$ cat src/rtl/posicionador_minas.sv
// -----------------------------------------------------------------------------
// posicionador_minas
//
// Writer side of the mine matrix. On a start pulse it captures the game setup,
// scatters mines pseudo-randomly over the active largura x altura field while
// keeping the 3x3 block around the first-opened cell clear, and then streams
// one record per cell (mine bit + neighbour count) in row-major order into the
// matrix storage that the display path reads.
//
// Ports:
//   clk_50          system clock (50 MHz)
//   reset           synchronous reset, active-low
//   start           one-cycle generation request (accepted only when idle)
//   largura/altura  field width/height in cells
//   max_minas       requested number of mines (clamped to cells-9)
//   seed            LFSR seed (zero selects LFSR_SEED_DEF)
//   excl_x/excl_y   first-opened cell, centre of the mine-free 3x3 block
//   busy            generation in progress
//   done            one-cycle pulse after the last record is written
//   wr_en/wr_x/wr_y record write strobe and cell address
//   wr_mina/wr_viz  record contents: mine bit and neighbour mine count
//   minas_colocadas mines placed by the last completed generation
// -----------------------------------------------------------------------------
module posicionador_minas #(
   parameter int          MAX_W         = 16,
   parameter int          MAX_H         = 12,
   parameter int          COORD_W       = 4,
   parameter logic [15:0] LFSR_SEED_DEF = 16'hACE1
) (
   input  logic               clk_50,
   input  logic               reset,
   input  logic               start,
   input  logic [7:0]         largura,
   input  logic [7:0]         altura,
   input  logic [9:0]         max_minas,
   input  logic [15:0]        seed,
   input  logic [COORD_W-1:0] excl_x,
   input  logic [COORD_W-1:0] excl_y,
   output logic               busy,
   output logic               done,
   output logic               wr_en,
   output logic [COORD_W-1:0] wr_x,
   output logic [COORD_W-1:0] wr_y,
   output logic               wr_mina,
   output logic [3:0]         wr_viz,
   output logic [9:0]         minas_colocadas
);

   localparam int CELLS = MAX_W * MAX_H;
   localparam int IDX_W = $clog2(CELLS);

   typedef enum logic [2:0] {
      IDLE  = 3'd0,
      INIT  = 3'd1,
      PLACE = 3'd2,
      COUNT = 3'd3,
      FIN   = 3'd4
   } state_t;

   state_t             state;
   state_t             state_next;

   logic [15:0]        lfsr;
   logic [15:0]        lfsr_next;
   logic [CELLS-1:0]   bitmap;
   logic [7:0]         larg_q;
   logic [7:0]         alt_q;
   logic [COORD_W-1:0] ex_q;
   logic [COORD_W-1:0] ey_q;
   logic [9:0]         alvo_q;
   logic [9:0]         placed;
   logic [COORD_W-1:0] scan_x;
   logic [COORD_W-1:0] scan_y;

   logic [15:0]        area;
   logic [15:0]        lim;
   logic [9:0]         alvo_calc;
   logic [COORD_W-1:0] cx;
   logic [COORD_W-1:0] cy;
   logic [IDX_W-1:0]   cand_idx;
   logic               cand_ok;
   logic               row_end;
   logic               last_cell;

   // Bitmap lookup that treats anything outside the storage as empty.
   function automatic logic bit_at(input logic [CELLS-1:0] map,
                                   input int x, input int y);
      logic r;
      r = 1'b0;
      if (x >= 0 && x < MAX_W && y >= 0 && y < MAX_H)
         r = map[y*MAX_W + x];
      return r;
   endfunction

   // Number of mines among the 8 neighbours of (x, y) inside the w x h field.
   function automatic logic [3:0] conta_viz(input logic [CELLS-1:0] map,
                                            input int x, input int y,
                                            input int w, input int h);
      logic [3:0] n;
      int         nx;
      int         ny;
      n = 4'd0;
      for (int dy = -1; dy <= 1; dy++) begin
         for (int dx = -1; dx <= 1; dx++) begin
            nx = x + dx;
            ny = y + dy;
            if (!(dx == 0 && dy == 0) && nx >= 0 && nx < w && ny >= 0 && ny < h) begin
               if (bit_at(map, nx, ny))
                  n = n + 4'd1;
            end
         end
      end
      return n;
   endfunction

   // Target count: never more mines than cells outside the safe 3x3 block.
   always_comb begin
      area      = 16'(largura) * 16'(altura);
      lim       = area - 16'd9;
      alvo_calc = 10'd0;
      if (area >= 16'd9) begin
         if (16'(max_minas) < lim)
            alvo_calc = max_minas;
         else
            alvo_calc = lim[9:0];
      end
   end

   // Galois LFSR, right shift, taps x^16+x^14+x^13+x^11+1.
   assign lfsr_next = (lfsr >> 1) ^ (lfsr[0] ? 16'hB400 : 16'h0000);

   assign cx = lfsr[COORD_W-1:0];
   assign cy = lfsr[2*COORD_W-1:COORD_W];

   always_comb begin
      int cx_i;
      int cy_i;
      int dx;
      int dy;
      logic in_field;
      logic near;
      cx_i     = int'(cx);
      cy_i     = int'(cy);
      dx       = cx_i - int'(ex_q);
      dy       = cy_i - int'(ey_q);
      in_field = (cx_i < int'(larg_q)) && (cy_i < int'(alt_q)) &&
                 (cx_i < MAX_W) && (cy_i < MAX_H);
      near     = (dx >= -1) && (dx <= 1) && (dy >= -1) && (dy <= 1);
      cand_idx = in_field ? IDX_W'(cy_i*MAX_W + cx_i) : '0;
      cand_ok  = in_field && !near && !bitmap[cand_idx];
   end

   assign row_end   = (8'(scan_x) == larg_q - 8'd1);
   assign last_cell = row_end && (8'(scan_y) == alt_q - 8'd1);

   // State register
   always_ff @(posedge clk_50) begin
      if (!reset)
         state <= IDLE;
      else
         state <= state_next;
   end

   // Next state and outputs
   always_comb begin
      state_next = state;
      busy       = 1'b0;
      done       = 1'b0;
      wr_en      = 1'b0;
      wr_x       = '0;
      wr_y       = '0;
      wr_mina    = 1'b0;
      wr_viz     = 4'd0;
      case (state)
         IDLE: begin
            if (start)
               state_next = INIT;
         end
         INIT: begin
            busy       = 1'b1;
            state_next = (alvo_q == 10'd0) ? COUNT : PLACE;
         end
         PLACE: begin
            busy = 1'b1;
            if (cand_ok && (placed + 10'd1 == alvo_q))
               state_next = COUNT;
         end
         COUNT: begin
            busy    = 1'b1;
            wr_en   = 1'b1;
            wr_x    = scan_x;
            wr_y    = scan_y;
            wr_mina = bit_at(bitmap, int'(scan_x), int'(scan_y));
            wr_viz  = conta_viz(bitmap, int'(scan_x), int'(scan_y),
                                int'(larg_q), int'(alt_q));
            if (last_cell)
               state_next = FIN;
         end
         FIN: begin
            done       = 1'b1;
            state_next = IDLE;
         end
         default: state_next = IDLE;
      endcase
   end

   // Datapath: capture, placement, scan counters
   always_ff @(posedge clk_50) begin
      if (!reset) begin
         lfsr            <= LFSR_SEED_DEF;
         bitmap          <= '0;
         placed          <= 10'd0;
         alvo_q          <= 10'd0;
         larg_q          <= 8'd0;
         alt_q           <= 8'd0;
         ex_q            <= '0;
         ey_q            <= '0;
         scan_x          <= '0;
         scan_y          <= '0;
         minas_colocadas <= 10'd0;
      end else begin
         case (state)
            IDLE: begin
               if (start) begin
                  lfsr   <= (seed == 16'd0) ? LFSR_SEED_DEF : seed;
                  larg_q <= largura;
                  alt_q  <= altura;
                  ex_q   <= excl_x;
                  ey_q   <= excl_y;
                  alvo_q <= alvo_calc;
               end
            end
            INIT: begin
               bitmap <= '0;
               placed <= 10'd0;
               scan_x <= '0;
               scan_y <= '0;
            end
            PLACE: begin
               lfsr <= lfsr_next;
               if (cand_ok) begin
                  bitmap[cand_idx] <= 1'b1;
                  placed           <= placed + 10'd1;
               end
            end
            COUNT: begin
               if (row_end) begin
                  scan_x <= '0;
                  scan_y <= scan_y + 1'b1;
               end else begin
                  scan_x <= scan_x + 1'b1;
               end
               if (last_cell)
                  minas_colocadas <= alvo_q;
            end
            default: ;
         endcase
      end
   end

endmodule

$ cat config.mk
export PLATFORM = sky130hd
export DESIGN_NAME = posicionador_minas
export DESIGN_NICKNAME = d
export VERILOG_FILES = /design/src/rtl/posicionador_minas.sv
export SDC_FILE = /design/constraint.sdc
export NUM_CORES = 1
export LEC_CHECK = 0
export ABC_AREA = 1
export ABC_CLOCK_PERIOD_IN_PS = 12400
export CORE_MARGIN = 2
export CORE_UTILIZATION = 30
export CTS_BUF_LIST = sky130_fd_sc_hd__clkbuf_16
export DETAILED_ROUTE_END_ITERATION = 10
export PLACE_DENSITY = 0.53
export SLEW_MARGIN = 5
export SYNTH_ARGS = -nofsm -noshare
export SYNTH_HDL_FRONTEND = slang
export SYNTH_SLANG_ARGS = --single-unit
$ cat constraint.sdc
create_clock -name clk_50 -period 12.4 [get_ports clk_50]
set_input_delay 2.48 -clock clk_50 [delete_from_list [all_inputs] [get_ports clk_50]]
set_output_delay 2.48 -clock clk_50 [all_outputs]
set_load 0.01 [all_outputs]
Word-level counts from Yosys, hierarchy flattened
Cells that the tools add are included.

Bitwise gates (word level): 2. Reductions and logical operators: 63. Add/sub/neg operators: 29. Eq/ne operators: 12. Multipliers: 1. Mux-type cells: 106. $lt $le $gt $ge: 38.

Operator list (count): $pmux 192 s2 (1); $lt 32x10->1 const B (7); $mux 192 (1); $or 192x192->192 (1); $mux 4 (26); $bmux 1 s8 (10); $mux 1 (52); $logic_and 1x1->1 (48); $mux 16 (3); $add 4x1->4 const B (9); $add 10x6->11 (3); $add 32x5->32 (1); $add 9x32->32 (1); $lt 4x8->1 (4); $pmux 16 s2 (1); $mux 10 (3); $ge 5x1->1 const B (4); $pmux 10 s2 (1); $lt 6x9->1 (2); $eq 4x8->1 (2); $ge 16x4->1 const B (1); $logic_not 16->1 (1); $lt 10x16->1 (1); $lt 5x8->1 (2); other kinds (43) (66).

Bits of input ports: 53. Flip-flop bits (word level): 273. Output and inout bits: 26. Logic and storage cells: 263.

Longest topological paths before layout
Depth in word-level cells: 39. Depth in mapped cells: 45. Depth with buffers taken out: 43.

Worst setup path after synthesis
OpenSTA, ideal clock, no wires.

Kind: register to output. Start: reg scan_x[0]. End: out wr_viz[1]. Required time: 9.920 ns. Cell stages (with the launch flop): 44. Data arrival time: 6.474 ns. Path buffers: 7. Slack: 3.446 ns. Path through: dfxtp_1 inv_1 buf_4 buf_2 buf_2 buf_2 ha_1 buf_2 inv_2 buf_2 buf_2 ha_1 a21oi_1 nor2_1 o21ai_0 nand3_1 nand3_1 nand2_1 [... 8 more ...] nand2_1 nand2_1 ha_1 nand2_1 nand2_1 ha_1 or2_2 nand2_1 nor2_1 o22ai_1 inv_1 ha_1 or2_2 nand2_1 inv_1 ha_1 o211ai_1 inv_1.

Longest elaborated chain between the ends: 39. Elaborated cells on any way between the ends: 136. Classes of those cells: 17 x add/sub; 9 x order compare; 72 x mux; 38 x reduce/logical.

RTL lines: start: declaration (line 72) `logic [COORD_W-1:0] scan_x;`; start signal: assignment (line 251) `scan_x <= scan_x + 1'b1;`; $add 5x1->6 (line 105) `nx = x + dx;`; $add 10x6->11, or another cell as far along (line 91) `r = map[y*MAX_W + x];`; $bmux 1 s8 or $logic_and 1x1->1 (tied branches) (line 91, 90); $mux 1 (implied by the code) or $logic_and 1x1->1 (tied branches) (2 in series) (line 91, 90); $mux 1 (line 90) `if (x >= 0 && x < MAX_W && y >= 0 && y < MAX_H)`; $mux 1 (line 107) `if (!(dx == 0 && dy == 0) && nx >= 0 && nx < w && ny >= 0 && ny < h) begin`; $mux 1 (line 174) `case (state)`; $mux 1 (line 108) `if (bit_at(map, nx, ny))`; [... 22 more ...]; $add 4x1->4 (line 109) `n = n + 4'd1;`; $mux 4 (line 108); $mux 4 (line 107); $mux 4 (line 174); $add 4x1->4 (line 109); $mux 4 (line 108); $mux 4 * (line 107); $mux 4 * (line 174); end: declaration (line 45) `output logic [3:0] wr_viz,`.

Mark *: on every way between the ends. The rest lies on a longest branch, timed or not. The select of a mux whose other input is x is not followed.

Final worst setup path
Same ends and word-level chain as after synthesis.

==> results.cfg <==
[status]
status = completed

[die]
die_x_microns = 285
core_sq_um = 78600
start_util = 0.301
die-area_sq_um = 81200
rows = 103
pin_count = 79
die_h_microns = 285

[detailed_routing]
num_vias = 25800
via_per_inst = 5.29
drc = 0
drtAntennaViolNets = 0
initialDrtViolationCount = 2759
wl_per_cell_microns = 19.6
firstDrtPassIters = 6
routed_wl_microns = 95600

[timing]
finalSetupTns_ps = 0
worst_pin_slew_ps = 1230
rsz0062_at_grt = false
maxSlewViolCount = 0
min_period_ps = 11070
relSlewSlack = 0.179
period_share = 0.893
hold_viol_final = 0
setup_viol = 0
max_freq_mhz = 90.3
skew_ps = 29.8

[yosys]
ys_types = 59
yosysTopAreaCellShare = 0.231
synthesis.area_sq_um = 23700
synth_ff_type = dfxtp_1
syn_avg_cell_area_sq_um = 6.06
async_flop_share = 0
synth-edff-count = 0
ys_ff_latch = 273
netlist_top_cells_area = dfxtp_1 (23%), nand2_1 (13%), nand3_1 (13%)
synth_nets = 4114
yosys.area.top_type = dfxtp_1
ys_warn_count = 0
yosysSeqAreaShare = 0.231
syn_inst = 3911

[grt]
met2_usage = 0.362
grtUsageMet1 = 0.314
grt_max_degree = 103
gr-usage-met3 = 0.0298
grt.busiest_layer = met2
grtUsageTotal = 0.229
grt_pass1_vias = 23900
grt_pass1_wl_microns = 146000
grt_overflow = 0
antenna_found_initial = 0

[worst_hold_path]
holdCritStartpoint = ey_q[2]$_SDFFE_PN0P_
hold_end = ey_q[2]$_SDFFE_PN0P_
holdPathStages = 2
hold_path_class = reg2reg

[clock_tree]
clk_pin_slew_ps = 60
htree_levels = 2
insertion_delay_ps = 570
cts_root_buf = clkbuf_16
clkSinkCount = 273
cts_tree = built
post-cts-setup-buffers = 0
postCtsResizedCells = 0
cts_hold_buffers = 0
numCtsBuffers = 35
clockBufferDepth = 3

[cells_and_area]
multiInputGateArea_sq_um = 15300
area_growth_pct = 9.51
final_nets = 4007
fin_cells = 4880
fillers = 8772
final-seq-area_sq_um = 5470
drive_gt1_frac = 0.0420
final_common_cell = nand2_1
antenna_cells = 0
final_cell_mix = nand2_1 (841), nand3_1 (599), inv_1 (448)

[worst_setup_path]
cpMostUsedCell = nand2_1
rrSetupSlack_ps = 6180
crit_required_ps = 9920
r2r_end = bitmap[122]$_SDFFE_PN0P_
reg2reg_depth = 20
crit_arrival_ps = 8590
worstSetupPathType = reg2out
critPathBufInv = 7
worst_path_dominant_cell_family = adder cells
r2r-start = lfsr[5]$_SDFFE_PN1P_
cp_slowest_cell = xnor2_4
critPathLaunchType = register
crit_path_end_kind = output port
max_stage_delay_ps = 660
path_max_fanout = 59

[placement]
gp_congestion = 0.954
port_buffers = 78
place_inst = 4817
dp_hpwl_microns = 65400

[power]
p_per_area_nw_per_um2 = 166
peakVddDrop_mv = 0.155
p_leak_nw = 10.1

[flow_run]
maxCapViolCount = 0
-- logic make-up after synthesis --
group                      share of synthesized area
xor gates and xnor gates                      0.0258
buffers and inverters                          0.127
adders and majority gates                     0.0913
DFF                                            0.231
and+or+nand+nor                                0.346
AOI/OAI and AO/OA                              0.180
-- synthesized netlist by cell type, types with 11 or more instances --
library cell / number
nand2_1: 843
o21ai_1: 23
inv_2: 13
nand4_1: 21
o211ai_1: 22
buf_6: 19
nor2_1: 367
buf_1: 21
a22oi_1: 25
o22ai_1: 11
xor2_1: 37
dfxtp_1: 273
fa_1: 38
buf_4: 24
buf_2: 54
nor3_1: 18
or2_2: 16
nand2_2: 11
inv_1: 443
o21ai_0: 241
ha_1: 112
xnor2_1: 24
a21oi_1: 427
nand3_1: 599
clkbuf_1: 144
-- metrics by stage --
stage / utilization / area, sq um / setup slack (ps) / hold WS, ps / total power, W
after CTS: 0.330 / 25900 / 1270 / 464 / 0.00428
final: 0.330 / 25900 / 1330 / 460 / 0.00430
after floorplan: - / 23700 / 3450 / 433 / 0.00269
after global placement: 0.316 / 24900 / 2030 / 448 / 0.00329
after detailed placement: 0.316 / 24900 / 1880 / 456 / 0.00329
after global routing: 0.330 / 25900 / 692 / 480 / 0.00457
-- sequential cells by signal, summed over array words and instances, names as in the netlist, 8 cells and up --
signal and cells:
minas_colocadas 10, placed 10, larg_q 8, lfsr 16, bitmap 192, alvo_q 10
alt_q 8
-- layout make-up --
cell class	count	area share
Multi-Input combinational cell	2917	0.589
Sequential cell	273	0.211
Inverter	459	0.0665
Timing Repair Buffer	118	0.0417
Clock inverter	28	0.00733
Clock buffer	35	0.0338
Tap cell	1050	0.0507
-- where the power goes --
part / total [W] / internal (W) / leakage (nW) / switching [W]
sequential: 0.00100 / 0.000934 / 2.21 / 0.0000685
clock: 0.000978 / 0.000539 / 0.543 / 0.000439
combinational: 0.00232 / 0.000581 / 7.36 / 0.00174
-- worst min-delay path, cell delays in order (launching register included) --
cell	delay (ps)
dfxtp_1	290
inv_1	60
a21oi_1	60
-- metal layers --
layer,wire length (microns),vias up,share of wire
li1,-,12600,-
met1,41900,12000,0.44
met2,42300,1016,0.44
met3,7360,192,0.077
met4,4090,0,0.043
met5,0,-,0
-- how the worst max path moves through the flow --
stage,from,to,slack (ps),depth (start not counted)
after floorplan,scan_x[0]$_SDFFE_PN0P_,wr_viz[1],3450,43
after global placement,scan_x[0]$_SDFFE_PN0P_,wr_viz[1],2030,38
after detailed placement,scan_x[0]$_SDFFE_PN0P_,wr_viz[1],1880,38
after CTS,scan_x[0]$_SDFFE_PN0P_,wr_viz[1],1270,38
after global routing,scan_x[0]$_SDFFE_PN0P_,wr_viz[1],690,38
final,scan_x[0]$_SDFFE_PN0P_,wr_viz[1],1330,38
No activity file was read; power rests on OpenSTA's default activity.
